$ cat src/rtl/ramio_arbiter_pkg.sv
// ramio_arbiter_pkg: shared types and constants for the two-requester RAMIO arbiter.
package ramio_arbiter_pkg;
  typedef enum logic [1:0] {IDLE, ISSUE, WAIT} arb_state_t;
  typedef logic req_id_t;
  localparam req_id_t REQ0 = 1'b0;
  localparam req_id_t REQ1 = 1'b1;
  localparam logic [1:0] REQ_NONE = 2'b00;
  localparam int PRIORITY_RR = 0;
  localparam int PRIORITY_FIXED = 1;
  localparam int WDOG_W = 21;
  function automatic logic [1:0] grant_onehot(input req_id_t g);
    return g ? 2'b10 : 2'b01;
  endfunction
endpackage

$ cat src/rtl/ramio_arbiter_pick.sv
// rr_pick2: combinational two-way picker, round-robin on last_served or fixed r0-first.
module rr_pick2
  import ramio_arbiter_pkg::*;
(
  input  logic [1:0] req,
  input  req_id_t    last_served,
  input  logic       mode,
  output logic       valid,
  output req_id_t    winner
);
  always_comb begin
    valid = |req;
    winner = &req ? (mode ? REQ0 : ~last_served) : req[1];
  end
endmodule

$ cat src/rtl/ramio_arbiter.sv
// ramio_arbiter: grants the single RAMIO port to r0 or r1 one whole transaction at a time.
// Optional grant watchdog enabled by defining RAMIO_ARBITER_WATCHDOG_EN.
module ramio_arbiter
  import ramio_arbiter_pkg::*;
#(
  parameter int ADDR_W = 32,
  parameter int PRIORITY_MODE = 0,
  parameter int WATCHDOG_CYCLES = 1_048_576
) (
  input  logic              br_clk_out,
  input  logic              sys_rst_n,
  input  logic              r0_enable,
  input  logic [1:0]        r0_write_type,
  input  logic [2:0]        r0_read_type,
  input  logic [ADDR_W-1:0] r0_address,
  input  logic [31:0]       r0_data_in,
  output logic              r0_busy,
  output logic              r0_data_out_ready,
  output logic [31:0]       r0_data_out,
  input  logic              r1_enable,
  input  logic [1:0]        r1_write_type,
  input  logic [2:0]        r1_read_type,
  input  logic [ADDR_W-1:0] r1_address,
  input  logic [31:0]       r1_data_in,
  output logic              r1_busy,
  output logic              r1_data_out_ready,
  output logic [31:0]       r1_data_out,
  output logic              ramio_enable,
  output logic [1:0]        ramio_write_type,
  output logic [2:0]        ramio_read_type,
  output logic [ADDR_W-1:0] ramio_address,
  output logic [31:0]       ramio_data_in,
  input  logic              ramio_busy,
  input  logic              ramio_data_out_ready,
  input  logic [31:0]       ramio_data_out,
  output logic [1:0]        arb_grant,
  output logic              arb_timeout
);
  arb_state_t state, state_nx;
  req_id_t grant, grant_nx, last_served, last_nx, pick_winner;
  logic pick_valid, en_g, active, timeout;

  rr_pick2 u_pick (
    .req         ({r1_enable, r0_enable}),
    .last_served (last_served),
    .mode        (PRIORITY_MODE == PRIORITY_FIXED),
    .valid       (pick_valid),
    .winner      (pick_winner)
  );

`ifdef RAMIO_ARBITER_WATCHDOG_EN
  logic [WDOG_W-1:0] wd_cnt;
  logic wd_expired;
  assign wd_expired = wd_cnt == WDOG_W'(WATCHDOG_CYCLES - 1);
  // Counter saturates so an expiry during a RAMIO burst is held until busy drops.
  assign timeout = state == WAIT && wd_expired && !ramio_busy;
  always_ff @(posedge br_clk_out or negedge sys_rst_n)
    if (!sys_rst_n) wd_cnt <= '0;
    else if (state == IDLE) wd_cnt <= '0;
    else if (!wd_expired) wd_cnt <= wd_cnt + 1'b1;
`else
  assign timeout = 1'b0;
`endif

  always_ff @(posedge br_clk_out or negedge sys_rst_n)
    if (!sys_rst_n) begin
      state <= IDLE;
      grant <= REQ0;
      last_served <= REQ1;
    end else begin
      state <= state_nx;
      grant <= grant_nx;
      last_served <= last_nx;
    end

  always_comb begin
    state_nx = state;
    grant_nx = grant;
    last_nx = last_served;
    active = state != IDLE;
    en_g = grant ? r1_enable : r0_enable;
    unique case (state)
      IDLE: if (pick_valid) begin
        state_nx = ISSUE;
        grant_nx = pick_winner;
      end
      ISSUE: state_nx = WAIT;
      WAIT: if ((!en_g && !ramio_busy) || timeout) begin
        state_nx = IDLE;
        last_nx = grant;
      end
      default: state_nx = IDLE;
    endcase
    ramio_enable = active && en_g && !timeout;
    ramio_write_type = active ? (grant ? r1_write_type : r0_write_type) : '0;
    ramio_read_type = active ? (grant ? r1_read_type : r0_read_type) : '0;
    ramio_address = active ? (grant ? r1_address : r0_address) : '0;
    ramio_data_in = active ? (grant ? r1_data_in : r0_data_in) : '0;
    arb_grant = active ? grant_onehot(grant) : REQ_NONE;
    // ISSUE forces busy so the owner never sees RAMIO's busy-rise gap.
    r0_busy = !active ? ramio_busy : (grant == REQ0 && state == WAIT) ? ramio_busy : 1'b1;
    r1_busy = !active ? ramio_busy : (grant == REQ1 && state == WAIT) ? ramio_busy : 1'b1;
    r0_data_out_ready = state == WAIT && grant == REQ0 && ramio_data_out_ready;
    r1_data_out_ready = state == WAIT && grant == REQ1 && ramio_data_out_ready;
    r0_data_out = ramio_data_out;
    r1_data_out = ramio_data_out;
    arb_timeout = timeout;
  end
endmodule

$ cat config.mk
export PLATFORM = sky130hd
export DESIGN_NAME = ramio_arbiter
export DESIGN_NICKNAME = d
export VERILOG_FILES = /design/src/rtl/ramio_arbiter_pkg.sv /design/src/rtl/ramio_arbiter_pick.sv /design/src/rtl/ramio_arbiter.sv
export SDC_FILE = /design/constraint.sdc
export NUM_CORES = 1
export LEC_CHECK = 0
export CAP_MARGIN = 20
export CORE_AREA = 3 3 123 125
export CTS_BUF_LIST = sky130_fd_sc_hd__clkbuf_4
export DETAILED_ROUTE_END_ITERATION = 7
export DIE_AREA = 0 0 126 128
export REMOVE_ABC_BUFFERS = 1
export SLEW_MARGIN = 20
export SYNTH_ARGS = -nofsm -noshare
export SYNTH_HDL_FRONTEND = slang
export SYNTH_SLANG_ARGS = --single-unit
$ cat constraint.sdc
create_clock -name br_clk_out -period 3.3 [get_ports br_clk_out]
set_clock_uncertainty 0.05 [all_clocks]
set_input_delay 0.825 -clock br_clk_out [delete_from_list [all_inputs] [get_ports br_clk_out]]
set_output_delay 0.825 -clock br_clk_out [all_outputs]
set_load 0.005 [all_outputs]
* After elaboration in Yosys (flattened, before gate mapping)
Cells that the tools add are included.
** Storage, ports and cells
- Register bits :: 4
- Input port bits :: 176
- Output and inout port bits :: 141
- Word-level logic and storage cells :: 43
** Operators by class
- Equal/unequal tests :: 4
- Mux-type cells :: 19
- Bitwise logic cells :: 2
- Reduce and logical (&&, ||, !) cells :: 15
** Operators by type and width (number)
- 32-bit two-way mux :: 4
- 2-bit two-way mux :: 6
- 2-bit AND reduction :: 4
- 1-bit logical AND :: 6
- 1-bit two-way mux :: 6
- 3-bit two-way mux :: 2
- 2-bit one-hot mux with 3 select lines :: 1
- 2-bit inequality test (second input constant) :: 2
- 2-bit by 1-bit == test with 1-bit output (second input constant) :: 1
- 2-bit == test (second input constant) :: 1
- 1-bit zero test :: 2
- 2-bit zero test :: 1
- 1-bit inverter :: 2
- 2-bit nonzero test :: 1
- 2-bit OR reduction :: 1

* Logic depth before layout (Yosys ltp)
Gate-level depths: netlist (run 1).
- Word-level depth :: 5
- Depth in mapped cells :: 5

* Modules after synthesis
Synthesis (run 1) repeated with hierarchy kept, for this count alone.
** Unflattened totals
- Cells, all modules :: 250
- Area total of the unflattened synthesis :: 1819.2 sq um
** Modules (own cells, without submodules)
- ramio_arbiter :: times used 1, cells an instance 247, area each 1801.7 sq um, sequential area each 101.3 sq um
- rr_pick2 :: times used 1, cells an instance 3, area each 17.5 sq um, sequential area each 0.0 sq um

* Worst setup path before layout (run 1)
Ideal clock, no wire load.
- Path type :: input to output
- Start point :: input port r1_enable
- End point :: output port ramio_enable
- Arrival :: 1042 ps
- Slack :: 1383 ps
- Cell stages on the path :: 2
- Path buffers :: 0
- Cell sequence :: mux2i_1 -> nor2_1
** Between the ends
- Longest elaborated chain between the ends :: 2
** RTL lines
- from (decl) :: RTL line ramio_arbiter.sv:20 : input logic r1_enable,
- 1-bit two-way mux :: RTL line ramio_arbiter.sv:81 : en_g = grant ? r1_enable : r0_enable;
- 1-bit logical AND :: RTL line ramio_arbiter.sv:94 : ramio_enable = active && en_g && !timeout;
- to (decl) :: RTL line ramio_arbiter.sv:28 : output logic ramio_enable,
No other way between the ends.

* Worst setup path in the final report (run 1)
Same ends and word-level chain as after synthesis.

==> flow_summary_export.csv, run 1 <==
group,metric,value,unit
grt,antenna_found_initial,0,
routing,vias,2219,
routing,drt-total-wl,10500,µm
routing,wl_per_cell,18.2,µm
timing,drv_slew,0,
yosys,syn-cell-area,1880,µm²
clocking,root_buffer,"clkbuf_4",
yosys,synth_area_leaders,"mux2i_1 (37%), buf_4 (27%), nor2_1 (15%)",
floorplanning,die_w,126,µm
clocking,post_cts_buffers,0,
critical_path,r2r-start,"grant",
cells_and_area,synthToLayoutAreaGrowth,96.7,%
power_and_ir_drop,p_leak,1.52,nW
critical_path,crit_required,2.42,ns
timing,hold_slack,0.447,ns
clocking,clk-insertion-delay-late,0.24,ns
floorplanning,io_pins,317,
min_path,hp-start,"last_served",
floorplanning,start_util,13.4,%
critical_path,r2r_cells,3,
run,maxCapViolations,0,
critical_path,crit_path_end_kind,"output pin",
clocking,cts_tree,"built",
cells_and_area,fin_area,3690,µm²
cells_and_area,drive_above_1_share,2.54,%
clocking,holdBufCountCts,0,
grt,grt_overflow,0,
floorplanning,core-area,14000,µm²
yosys,yosysSeqAreaShare,5.40,%
routing,drtAntennaViolNets,0,
floorplanning,rows,43,
yosys,synth_common_cells,"nor2_1 (77), mux2i_1 (70), buf_4 (68)",
yosys,ys_types,20,
critical_path,cp.arrival,2.14,ns
timing,min_period_over_period,91.3,%
yosys,synth_edf_count,0,
critical_path,cp-startpoint,"r1_enable",
run_status,outcome,"complete, no violations",
critical_path,crit_type,"input pin to output pin",
timing,fmax,0.332,GHz
timing,setup_viol,0,
yosys,syn_avg_cell_area,7.51,µm²
routing,via_per_inst,3.87,
min_path,hold_depth,2,
yosys,synth_top_area_share,37.3,%
yosys,ys_ff_latch,4,
yosys,netlist_instances,250,
clocking,cts_sinks,4,
cells_and_area,final_core_util,26.4,%
timing,tns,0,ns
power_and_ir_drop,vdd_drop_max,0.327,mV
place,placed_area,3660,µm²
power_and_ir_drop,power_density,647,nW/µm²
clocking,path_clk_slew,0.03,ns
yosys,yosys.cell_count.top_type,"nor2_1",
cells_and_area,fin_nets,571,
routing,drt_iter0_drc,41,
routing,drc,0,
critical_path,crit_fanout,5,
yosys,synth-async-reset-ratio,100,%
clocking,htree_num_levels,1,
place,gp_congestion,0.804,
place,port_buffers,219,
grt,grt_pass1_vias,2325,
grt,grt_max_degree,76,
critical_path,critPathLaunchType,"input pin",
timing,period_needed,3.01,ns
yosys,yosysWarnings,0,
yosys,yosys_most_used_dff,"dfrtp_1",
routing,drtPass1Iterations,3,
cells_and_area,antenna_cells,0,
floorplanning,die_h,128,µm
min_path,hold_class,"flop to flop",
grt,track_usage,11.8,%
clocking,cts_resized,0,
grt,grt_pass1_wl,14400,µm
yosys,yosys.area.top_type,"mux2i_1",
clocking,cts_buffer_depth,2,
timing,rsz0062_at_grt,"false",
clocking,cts_buffers,3,
floorplanning,dieArea,16100,µm²
timing,finalHoldViolCount,0,
place,hpwl,9060,µm
-- per-layer routing --
| layer | GRT usage [%] | vias up | share of wire, % |
|---|---|---|---|
| li1 | - | 1043 | - |
| met1 | 11.7 | 943 | 33 |
| met2 | 17.0 | 225 | 42 |
| met3 | 13.0 | 6 | 24 |
| met4 | 1.14 | 2 | 0.20 |
| met5 | 4.64 | - | 0.74 |
-- power by group --
group          switching [mW]  internal [mW]  total [mW]
clock network          0.0208         0.0536      0.0744
registers               0.107         0.0783       0.185
logic                   0.820           1.31        2.13
total                   0.947           1.44        2.39
-- registers in the layout (all words and copies together), names as in the netlist --
register,flops
grant,1
last_served,1
state,2
-- area by class of cell --
type / count / area [µm²]
flip-flops and latches: 4 / 105
repair buffers: 222 / 2240
fillers: 1531 / 10300
inverters: 2 / 7.51
clock buffers: 4 / 30.0
well taps: 180 / 225
multi-input cells: 162 / 1080
-- per-stage QoR --
step	total power [mW]	setup slack, ns	instances
floorplan	1.12	-0.544	168
global placement	2.32	0.323	570
detailed placement	2.35	0.306	570
CTS	2.44	0.291	574
global route	2.59	0.182	574
finish	2.39	0.287	574
-- final timing paths --
check,endpoint,slack [ns]
max,ramio_enable,0.29
min,last_served,0.45
max in group asynchronous,last_served,2.20
min reg2reg,last_served,0.45
min in group asynchronous,state[0],0.74
max reg2reg,state[1],1.79
-- cell usage in the layout (no fill, tap or decap) --
| cell type | instances |
|---|---|
| o21a_1 | 1 |
| nor2b_1 | 2 |
| a21o_1 | 1 |
| inv_1 | 2 |
| dfrtp_1 | 2 |
| o41ai_1 | 1 |
| nand2b_1 | 2 |
| mux2i_1 | 70 |
| buf_4 | 1 |
| conb_1 | 1 |
| nand2_1 | 1 |
| nor2_4 | 1 |
| dfrtp_4 | 1 |
| nor2_1 | 76 |
| clkbuf_4 | 4 |
| o21ai_0 | 3 |
| a31oi_1 | 1 |
| clkdlybuf4s50_1 | 219 |
| buf_12 | 2 |
| dfstp_2 | 1 |
| a21oi_1 | 2 |
-- worst max-delay path, cell delays in order --
cell,delay [ns]
clkdlybuf4s50_1,0.56
mux2i_1,0.14
nor2_1,0.12
clkdlybuf4s50_1,0.50
-- cells by family after synthesis --
| logic type | synth area share [%] |
|---|---|
| buffers and inverters | 37.2 |
| AND/OR/NAND/NOR | 16.9 |
| multiplexers | 37.3 |
| AO/OA/AOI/OAI | 2.93 |
| flip-flops | 5.40 |
| other | 0.200 |
No activity file was read; power rests on OpenSTA's default activity.
==> run 2: changes to the inputs <==
CAP_MARGIN = 10   (was 20)
SETUP_SLACK_MARGIN = 0.15   (was not set)
==> results of run 2 <==
Final layout, timing and power as in run 1 (identical DEF).
